$ cat src/rtl/stack_pkg.sv
// ---------------------------------------------------------------------------
// stack_pkg
//   Shared definitions for the hardware stack controller.
//   - stack_op_e    : request opcodes carried on req_op
//   - stack_state_e : sequencer states used by stack_ctrl
//   - is_read_op()  : true for the opcodes that produce a response word
// ---------------------------------------------------------------------------
package stack_pkg;

    typedef enum logic [1:0] {
        OP_NOP  = 2'b00,
        OP_PUSH = 2'b01,
        OP_POP  = 2'b10,
        OP_TOP  = 2'b11
    } stack_op_e;

    typedef enum logic [1:0] {
        ST_SCRUB = 2'b00,
        ST_IDLE  = 2'b01,
        ST_RD    = 2'b10,
        ST_RSP   = 2'b11
    } stack_state_e;

    // POP and TOP both read the top-of-stack word and return it to the consumer.
    function automatic logic is_read_op(input stack_op_e op);
        return (op == OP_POP) || (op == OP_TOP);
    endfunction

endpackage

$ cat src/rtl/stack_ptr_unit.sv
// ---------------------------------------------------------------------------
// stack_ptr_unit
//   Stack pointer register. SP points at the next free slot, so SP equals the
//   current depth: 0 is empty, NWORDS is full. It never wraps; the caller
//   only raises inc_i when not full and dec_i when not empty.
// Ports:
//   clk      in   clock
//   reset    in   synchronous active-high reset (SP -> 0)
//   inc_i    in   increment SP this cycle
//   dec_i    in   decrement SP this cycle
//   sp_o     out  current SP (AW+1 bits)
//   full_o   out  SP == NWORDS
//   empty_o  out  SP == 0
// ---------------------------------------------------------------------------
module stack_ptr_unit #(
    parameter int NWORDS = 1024,
    parameter int AW     = $clog2(NWORDS)
) (
    input  logic          clk,
    input  logic          reset,
    input  logic          inc_i,
    input  logic          dec_i,
    output logic [AW:0]   sp_o,
    output logic          full_o,
    output logic          empty_o
);

    localparam logic [AW:0] FULL_VAL = (AW+1)'(NWORDS);
    localparam logic [AW:0] SP_ONE   = (AW+1)'(1);

    logic [AW:0] sp_q;
    logic [AW:0] sp_d;

    // Next SP: push adds one, pop removes one, otherwise hold.
    always_comb begin
        sp_d = sp_q;
        if (inc_i) begin
            sp_d = sp_q + SP_ONE;
        end else if (dec_i) begin
            sp_d = sp_q - SP_ONE;
        end
    end

    // SP register.
    always_ff @(posedge clk) begin
        if (reset) begin
            sp_q <= '0;
        end else begin
            sp_q <= sp_d;
        end
    end

    assign sp_o    = sp_q;
    assign full_o  = (sp_q == FULL_VAL);
    assign empty_o = (sp_q == '0);

endmodule

$ cat src/rtl/stack_ctrl.sv
// ---------------------------------------------------------------------------
// stack_ctrl
//   Sequencer for a single-port stack RAM (async read, write on clk). Accepts
//   PUSH/POP/TOP requests over valid/ready, drives the RAM write/address/data
//   lines, returns popped/top words over a valid/ready response channel and
//   keeps sticky overflow/underflow flags.
//
//   Optional feature macro: STACK_CTRL_SCRUB_EN
//     When defined, reset enters SCRUB and zeroes every RAM word, one per
//     cycle, before the first request is accepted (busy=1 meanwhile).
//
// Ports:
//   clk, reset              clock, synchronous active-high reset
//   req_valid/req_ready     request handshake (ready only in IDLE)
//   req_op, req_data        opcode (NOP/PUSH/POP/TOP) and PUSH data
//   rsp_valid/rsp_ready     response handshake
//   rsp_data                popped/top word
//   mem_we, mem_a, mem_din  to the RAM
//   mem_dout                from the RAM (combinational read)
//   count                   current depth (SP)
//   err_ovf, err_unf        sticky PUSH-while-full / POP-TOP-while-empty
//   clr_err                 clears both sticky flags
//   busy                    scrub in progress
// ---------------------------------------------------------------------------
module stack_ctrl
    import stack_pkg::*;
#(
    parameter int WIDTH  = 16,
    parameter int NWORDS = 1024,
    parameter int AW     = $clog2(NWORDS)
) (
    input  logic             clk,
    input  logic             reset,
    input  logic             req_valid,
    output logic             req_ready,
    input  logic [1:0]       req_op,
    input  logic [WIDTH-1:0] req_data,
    output logic             rsp_valid,
    input  logic             rsp_ready,
    output logic [WIDTH-1:0] rsp_data,
    output logic             mem_we,
    output logic [AW-1:0]    mem_a,
    output logic [WIDTH-1:0] mem_din,
    input  logic [WIDTH-1:0] mem_dout,
    output logic [AW:0]      count,
    output logic             err_ovf,
    output logic             err_unf,
    input  logic             clr_err,
    output logic             busy
);

`ifdef STACK_CTRL_SCRUB_EN
    localparam stack_state_e RESET_STATE = ST_SCRUB;
    localparam logic [AW-1:0] LAST_ADDR  = AW'(NWORDS - 1);
`else
    localparam stack_state_e RESET_STATE = ST_IDLE;
`endif

    stack_state_e     state_q, state_d;
    logic [AW-1:0]    rd_addr_q, rd_addr_d;
    logic             rsp_valid_q, rsp_valid_d;
    logic [WIDTH-1:0] rsp_data_q, rsp_data_d;
    logic             err_ovf_q, err_ovf_d;
    logic             err_unf_q, err_unf_d;

    logic             sp_inc, sp_dec;
    logic [AW:0]      sp;
    logic             full, empty;
    logic [AW-1:0]    sp_addr;
    logic             req_fire;
    stack_op_e        op;
    logic             ovf_set, unf_set;
    logic             we_raw;
    logic [AW-1:0]    a_mux;
    logic [WIDTH-1:0] din_mux;

`ifdef STACK_CTRL_SCRUB_EN
    logic [AW-1:0]    scrub_q;
`endif

    stack_ptr_unit #(
        .NWORDS (NWORDS),
        .AW     (AW)
    ) u_ptr (
        .clk     (clk),
        .reset   (reset),
        .inc_i   (sp_inc),
        .dec_i   (sp_dec),
        .sp_o    (sp),
        .full_o  (full),
        .empty_o (empty)
    );

    assign op        = stack_op_e'(req_op);
    assign req_ready = (state_q == ST_IDLE);
    assign req_fire  = req_valid & req_ready;
    // A full stack has SP == NWORDS, which is not a valid RAM address.
    assign sp_addr   = full ? '0 : sp[AW-1:0];

    // Next-state, pointer control and RAM muxing. Errors on illegal
    // PUSH/POP/TOP are accepted requests that change nothing but a flag.
    always_comb begin
        state_d     = state_q;
        rd_addr_d   = rd_addr_q;
        rsp_valid_d = rsp_valid_q;
        rsp_data_d  = rsp_data_q;
        sp_inc      = 1'b0;
        sp_dec      = 1'b0;
        ovf_set     = 1'b0;
        unf_set     = 1'b0;
        we_raw      = 1'b0;
        a_mux       = sp_addr;
        din_mux     = req_data;

        case (state_q)
            ST_SCRUB: begin
`ifdef STACK_CTRL_SCRUB_EN
                we_raw  = 1'b1;
                a_mux   = scrub_q;
                din_mux = '0;
                if (scrub_q == LAST_ADDR) begin
                    state_d = ST_IDLE;
                end
`else
                state_d = ST_IDLE;
`endif
            end
            ST_IDLE: begin
                if (req_fire) begin
                    if (op == OP_PUSH) begin
                        if (full) begin
                            ovf_set = 1'b1;
                        end else begin
                            we_raw = 1'b1;
                            sp_inc = 1'b1;
                        end
                    end else if (is_read_op(op)) begin
                        if (empty) begin
                            unf_set = 1'b1;
                        end else begin
                            // Low-bit wrap gives NWORDS-1 when SP == NWORDS.
                            rd_addr_d = sp[AW-1:0] - AW'(1);
                            sp_dec    = (op == OP_POP);
                            state_d   = ST_RD;
                        end
                    end
                end
            end
            ST_RD: begin
                a_mux       = rd_addr_q;
                rsp_data_d  = mem_dout;
                rsp_valid_d = 1'b1;
                state_d     = ST_RSP;
            end
            ST_RSP: begin
                if (rsp_ready) begin
                    rsp_valid_d = 1'b0;
                    state_d     = ST_IDLE;
                end
            end
            default: begin
                state_d = ST_IDLE;
            end
        endcase

        // A new error outranks a clear arriving in the same cycle.
        err_ovf_d = ovf_set | (err_ovf_q & ~clr_err);
        err_unf_d = unf_set | (err_unf_q & ~clr_err);
    end

    // State, response and sticky-flag registers.
    always_ff @(posedge clk) begin
        if (reset) begin
            state_q     <= RESET_STATE;
            rd_addr_q   <= '0;
            rsp_valid_q <= 1'b0;
            rsp_data_q  <= '0;
            err_ovf_q   <= 1'b0;
            err_unf_q   <= 1'b0;
        end else begin
            state_q     <= state_d;
            rd_addr_q   <= rd_addr_d;
            rsp_valid_q <= rsp_valid_d;
            rsp_data_q  <= rsp_data_d;
            err_ovf_q   <= err_ovf_d;
            err_unf_q   <= err_unf_d;
        end
    end

`ifdef STACK_CTRL_SCRUB_EN
    // Scrub address counter; restarts at 0 on every reset.
    always_ff @(posedge clk) begin
        if (reset) begin
            scrub_q <= '0;
        end else if (state_q == ST_SCRUB) begin
            scrub_q <= scrub_q + AW'(1);
        end
    end

    assign busy = (state_q == ST_SCRUB);
`else
    assign busy = 1'b0;
`endif

    // No RAM write may escape while reset is held.
    assign mem_we    = we_raw & ~reset;
    assign mem_a     = a_mux;
    assign mem_din   = din_mux;
    assign rsp_valid = rsp_valid_q;
    assign rsp_data  = rsp_data_q;
    assign err_ovf   = err_ovf_q;
    assign err_unf   = err_unf_q;
    assign count     = sp;

endmodule

$ cat config.mk
export PLATFORM = sky130hd
export DESIGN_NAME = stack_ctrl
export DESIGN_NICKNAME = d
export VERILOG_FILES = /design/src/rtl/stack_pkg.sv /design/src/rtl/stack_ptr_unit.sv /design/src/rtl/stack_ctrl.sv
export SDC_FILE = /design/constraint.sdc
export NUM_CORES = 1
export LEC_CHECK = 0
export BUFFER_PORTS_ARGS = -buffer_cell sky130_fd_sc_hd__buf_2
export CAP_MARGIN = 20
export CORE_MARGIN = 5
export CORE_UTILIZATION = 32
export DETAILED_ROUTE_END_ITERATION = 6
export PLACE_DENSITY_LB_ADDON = 0.25
export SYNTH_ARGS = -nofsm -noshare
export SYNTH_HDL_FRONTEND = slang
export SYNTH_SLANG_ARGS = --single-unit
$ cat constraint.sdc
create_clock -name clk -period 5.43 [get_ports clk]
set_input_delay 1.086 -clock clk [delete_from_list [all_inputs] [get_ports clk]]
set_output_delay 1.086 -clock clk [all_outputs]
set_load 0.05 [all_outputs]
==> flow_metrics.py <==
metrics = {
    "floorplan": {
        "core.rowCount": 31,
        "core_footprint_sq_mm": 0.00737,
        "boundaryPins": 98,
        "die_area_sq_mm": 0.00950,
        "effective_utilization_at_floorplan_pct": 33.2,
        "floorplan.die.width_um": 97.5,
        "vertical_die_dimension_um": 97.5,
    },
    "yosys": {
        "synth-xor-area-share_pct": 5.72,
        "synth_compound_area_share_pct": 15.1,
        "synth.net_count": 319,
        "synth-adder-area-share_pct": 7.46,
        "syn-instance-count": 266,
        "yosysTopAreaCellShare_pct": 34.3,
        "synth_enable_flop_cells": 0,
        "synth_top_family_by_area": "simple AND/OR/NAND/NOR gates",
        "yosysUniqueCellTypes": 50,
        "synth_mux_area_share_pct": 12.3,
        "share_of_synthesized_flip_flops_with_an_asynchronous_set_or_reset_pct": 0,
        "synth.area.top_cells": "dfxtp_1, mux2i_1, nor2_1, ha_1, buf_4",
        "yosysSeqAreaShare_pct": 34.3,
        "simple_gate_fraction_of_synth_area_pct": 16.3,
        "synthFlopType": "dfxtp_1",
        "mappedNetlistArea_sq_mm": 0.00245,
        "postSynthAreaPerCell_sq_um": 9.21,
        "synth-warning-count": 0,
        "flip_flop_and_latch_count_after_synthesis": 42,
        "synth_area_leader": "dfxtp_1",
    },
    "critical_path": {
        "timing.critical_path.to_type": "register",
        "reg2reg_depth": 13,
        "reg2reg_capture_point": "u_ptr.sp_o[10]$_SDFFE_PP0P_",
        "setup.worst_path.class": "reg -> reg",
        "critical_path_arrival_ns": 4.52,
        "r2r_slack_ns": 1.13,
        "ff_to_ff_start": "u_ptr.sp_o[0]$_SDFFE_PP0P_",
        "worst_ep_required_time_ns": 5.65,
        "timing.critical_path.fanout_max": 11,
        "setup.worst_path.start_class": "register",
    },
    "routing": {
        "finalWirelength_mm": 5.71,
        "routedWlPerCell_um": 13.9,
        "route.antenna.remaining_nets": 0,
        "first_iter_violations": 59,
        "via_per_inst": 4.69,
        "via_count": 1924,
        "drt_pre_antenna_iters": 4,
        "drc_errors": 0,
    },
    "global_route": {
        "grt_pass1_vias": 1892,
        "initial_antenna_violation_count": 0,
        "pin_count_of_the_biggest_net_entering_global_routing": 45,
        "grt_util_all_layers_pct": 11.9,
        "global_route_overflow": 0,
        "grt_first_pass_wirelength_mm": 9.40,
    },
    "sta": {
        "worst_pin_slew_ns": 0.853,
        "timing.slew.headroom_pct": 43.1,
        "max_freq_ghz": 0.233,
        "sum_of_negative_setup_slack_ns": 0,
        "finalSetupViolations": 0,
        "final.period_utilization_pct": 79.2,
        "grt_setup_unrepaired": "no",
        "slew_viols_final": 0,
        "holdWs_ns": 0.473,
        "final.setup_skew_ns": 0.00597,
        "finalWorstPathRequiredPeriod_ns": 4.30,
        "hold_violation_count_in_the_final_report": 0,
    },
    "power": {
        "finalPower_mw": 1.87,
        "power_frac_seq_pct": 25.4,
        "power.static_leakage_nw": 1.26,
        "vdd.ir_drop.worst_mv": 0.152,
        "p_switching_mw": 0.908,
        "comb_power_share_pct": 60.7,
        "switching_share_pct": 48.7,
        "power-per-cell-area_mw_per_mm2": 660,
        "clkPwrFrac_pct": 13.9,
        "intPower_mw": 0.958,
    },
    "placement": {
        "dpl.hpwl_mm": 4.17,
        "port_buffers": 64,
        "dp.cells": 402,
        "place_congestion": 0.918,
    },
    "final_layout": {
        "finish.net_count": 363,
        "fill_cells": 786,
        "finalCoreUtilization_pct": 38.4,
        "final_layout_size_suffix_gt1_share_pct": 29.3,
        "area_growth_pct": 15.5,
        "stdcell_count": 410,
        "insertedDiodeCount": 0,
    },
    "cts": {
        "clock_transition_at_the_registers_of_the_reported_paths_ns": 0.09,
        "clock_tree.root_cell": "clkbuf_8",
        "clock_latency_ns": 0.30,
        "postCtsHoldBufs": 0,
        "cts.htree.levels": 2,
        "clock_net_sink_count": 42,
        "post_cts_resized": 0,
        "tritoncts": "built",
        "clock_tree.buffer_depth": 2,
        "cts_post_setup_buffers_inserted": 0,
        "cts_made_buffers": 5,
    },
    "min_path": {
        "worst_hold_path.num_cells": 2,
        "hold_path_end": "err_unf$_SDFF_PP0_",
        "hp-start": "err_unf$_SDFF_PP0_",
        "timing.hold.worst.class": "reg -> reg",
    },
    "run_status": {
        "status": "complete, no violations",
    },
    "run": {
        "maxCapViolCount": 0,
    },
}
==> cell type report <==
class / instances / area, sq um / share of cell area [%]
multi-input combinational: 189 / 1400 / 49.4
inverter: 7 / 26.3 / 0.929
sequential: 42 / 841 / 29.7
clock buffer: 5 / 68.8 / 2.43
clock inverter: 3 / 43.8 / 1.55
tap: 99 / 124 / 4.38
timing repair buffer: 65 / 328 / 11.6
==> Yosys cell counts (7+ instances only) <==
| library cell | n |
|---|---|
| a21oi_1 | 8 |
| mux2_2 | 8 |
| nor2_1 | 44 |
| mux2i_1 | 21 |
| o21ai_0 | 8 |
| buf_4 | 17 |
| clkbuf_1 | 7 |
| xnor2_1 | 11 |
| a211oi_1 | 8 |
| inv_1 | 7 |
| ha_1 | 13 |
| nand2_1 | 9 |
| dfxtp_1 | 42 |
==> worst max-delay path: stages, from the launching register on <==
cell and delay [ns]:
dfxtp_1 0.41, inv_1 0.12, ha_1 0.18, nor3b_1 0.47, nor4b_4 0.38, and2_4 0.24, nand2b_1 0.44, ha_1 0.37
a21oi_1 0.25, o211ai_1 0.13, a2111oi_0 0.54, nor2_1 0.12, or4_1 0.41, a31oi_1 0.16
==> state kept, by name (all words and copies together) (netlist names) <==
register,count
err_ovf,1
err_unf,1
state_q,2
rsp_data,16
u_ptr.sp_o,11
rd_addr_q,10
rsp_valid,1
==> through the flow <==
| step | cell area [sq um] | worst slack [ns] |
|---|---|---|
| finish | 2830 | 1.13 |
| global route | 2830 | 0.609 |
| CTS | 2830 | 1.09 |
| detailed placement | 2720 | 1.13 |
| global placement | 2720 | 1.28 |
| floorplan | 2450 | 1.48 |
==> per-layer routing <==
layer	track usage, %	up-vias	wire length, um
met3	2.66	10	262
met2	19.9	36	2690
met4	4.05	0	102
li1	-	1009	-
met5	0	-	0
met1	15.0	869	2650
==> power groups by stage <==
stage	Sequential, mW	Combinational, mW	Clock (mW)
final	0.474	1.13	0.259
after floorplan	0.590	0.854	0
after detailed placement	0.483	1.14	0
after global placement	0.482	1.13	0
after CTS	0.477	1.14	0.271
after global routing	0.492	1.24	0.280
==> kinds of logic (layout without fill, tap and decap cells) <==
logic type / Yosys count / after routing
muxes: 29 / 29
adders and majority gates: 14 / 14
xor gates and xnor gates: 16 / 16
other: 1 / 1
buffers and inverters: 35 / 80
AOI/OAI and AO/OA: 50 / 50
DFF: 42 / 42
and+or+nand+nor: 79 / 79
==> how the worst max path moves through the flow <==
| stage | start | end | slack, ns | depth (start not counted) |
|---|---|---|---|---|
| after global routing | u_ptr.sp_o[1]$_SDFFE_PP0P_ | u_ptr.sp_o[10]$_SDFFE_PP0P_ | 0.61 | 13 |
| after CTS | u_ptr.sp_o[0]$_SDFFE_PP0P_ | u_ptr.sp_o[10]$_SDFFE_PP0P_ | 1.09 | 13 |
| final | u_ptr.sp_o[0]$_SDFFE_PP0P_ | u_ptr.sp_o[10]$_SDFFE_PP0P_ | 1.13 | 13 |
| after floorplan | u_ptr.sp_o[0]$_SDFFE_PP0P_ | mem_a[0] | 1.48 | 6 |
| after detailed placement | u_ptr.sp_o[0]$_SDFFE_PP0P_ | u_ptr.sp_o[10]$_SDFFE_PP0P_ | 1.13 | 13 |
| after global placement | u_ptr.sp_o[0]$_SDFFE_PP0P_ | u_ptr.sp_o[10]$_SDFFE_PP0P_ | 1.28 | 13 |
==> placed cells by master (no fill, tap or decap), types with 2 or more instances in the layout <==
cell,netlist,final
ha_1,13,13
nor3_1,2,2
a211oi_1,8,8
or4_1,2,2
a31oi_1,2,2
buf_2,1,64
nand4b_1,2,2
nor2b_1,3,3
nor2_1,44,44
o211ai_1,2,2
inv_1,7,7
mux2i_1,21,21
clkbuf_8,0,5
dfxtp_1,42,42
a211oi_2,3,3
a21oi_1,8,8
xnor2_1,11,11
a21o_1,6,6
mux2_2,8,8
o21ai_0,8,8
o31ai_1,3,3
nand2b_1,5,5
a311oi_1,2,2
nand2_1,9,9
xor2_1,5,5
No activity file was read; power rests on OpenSTA's default activity.
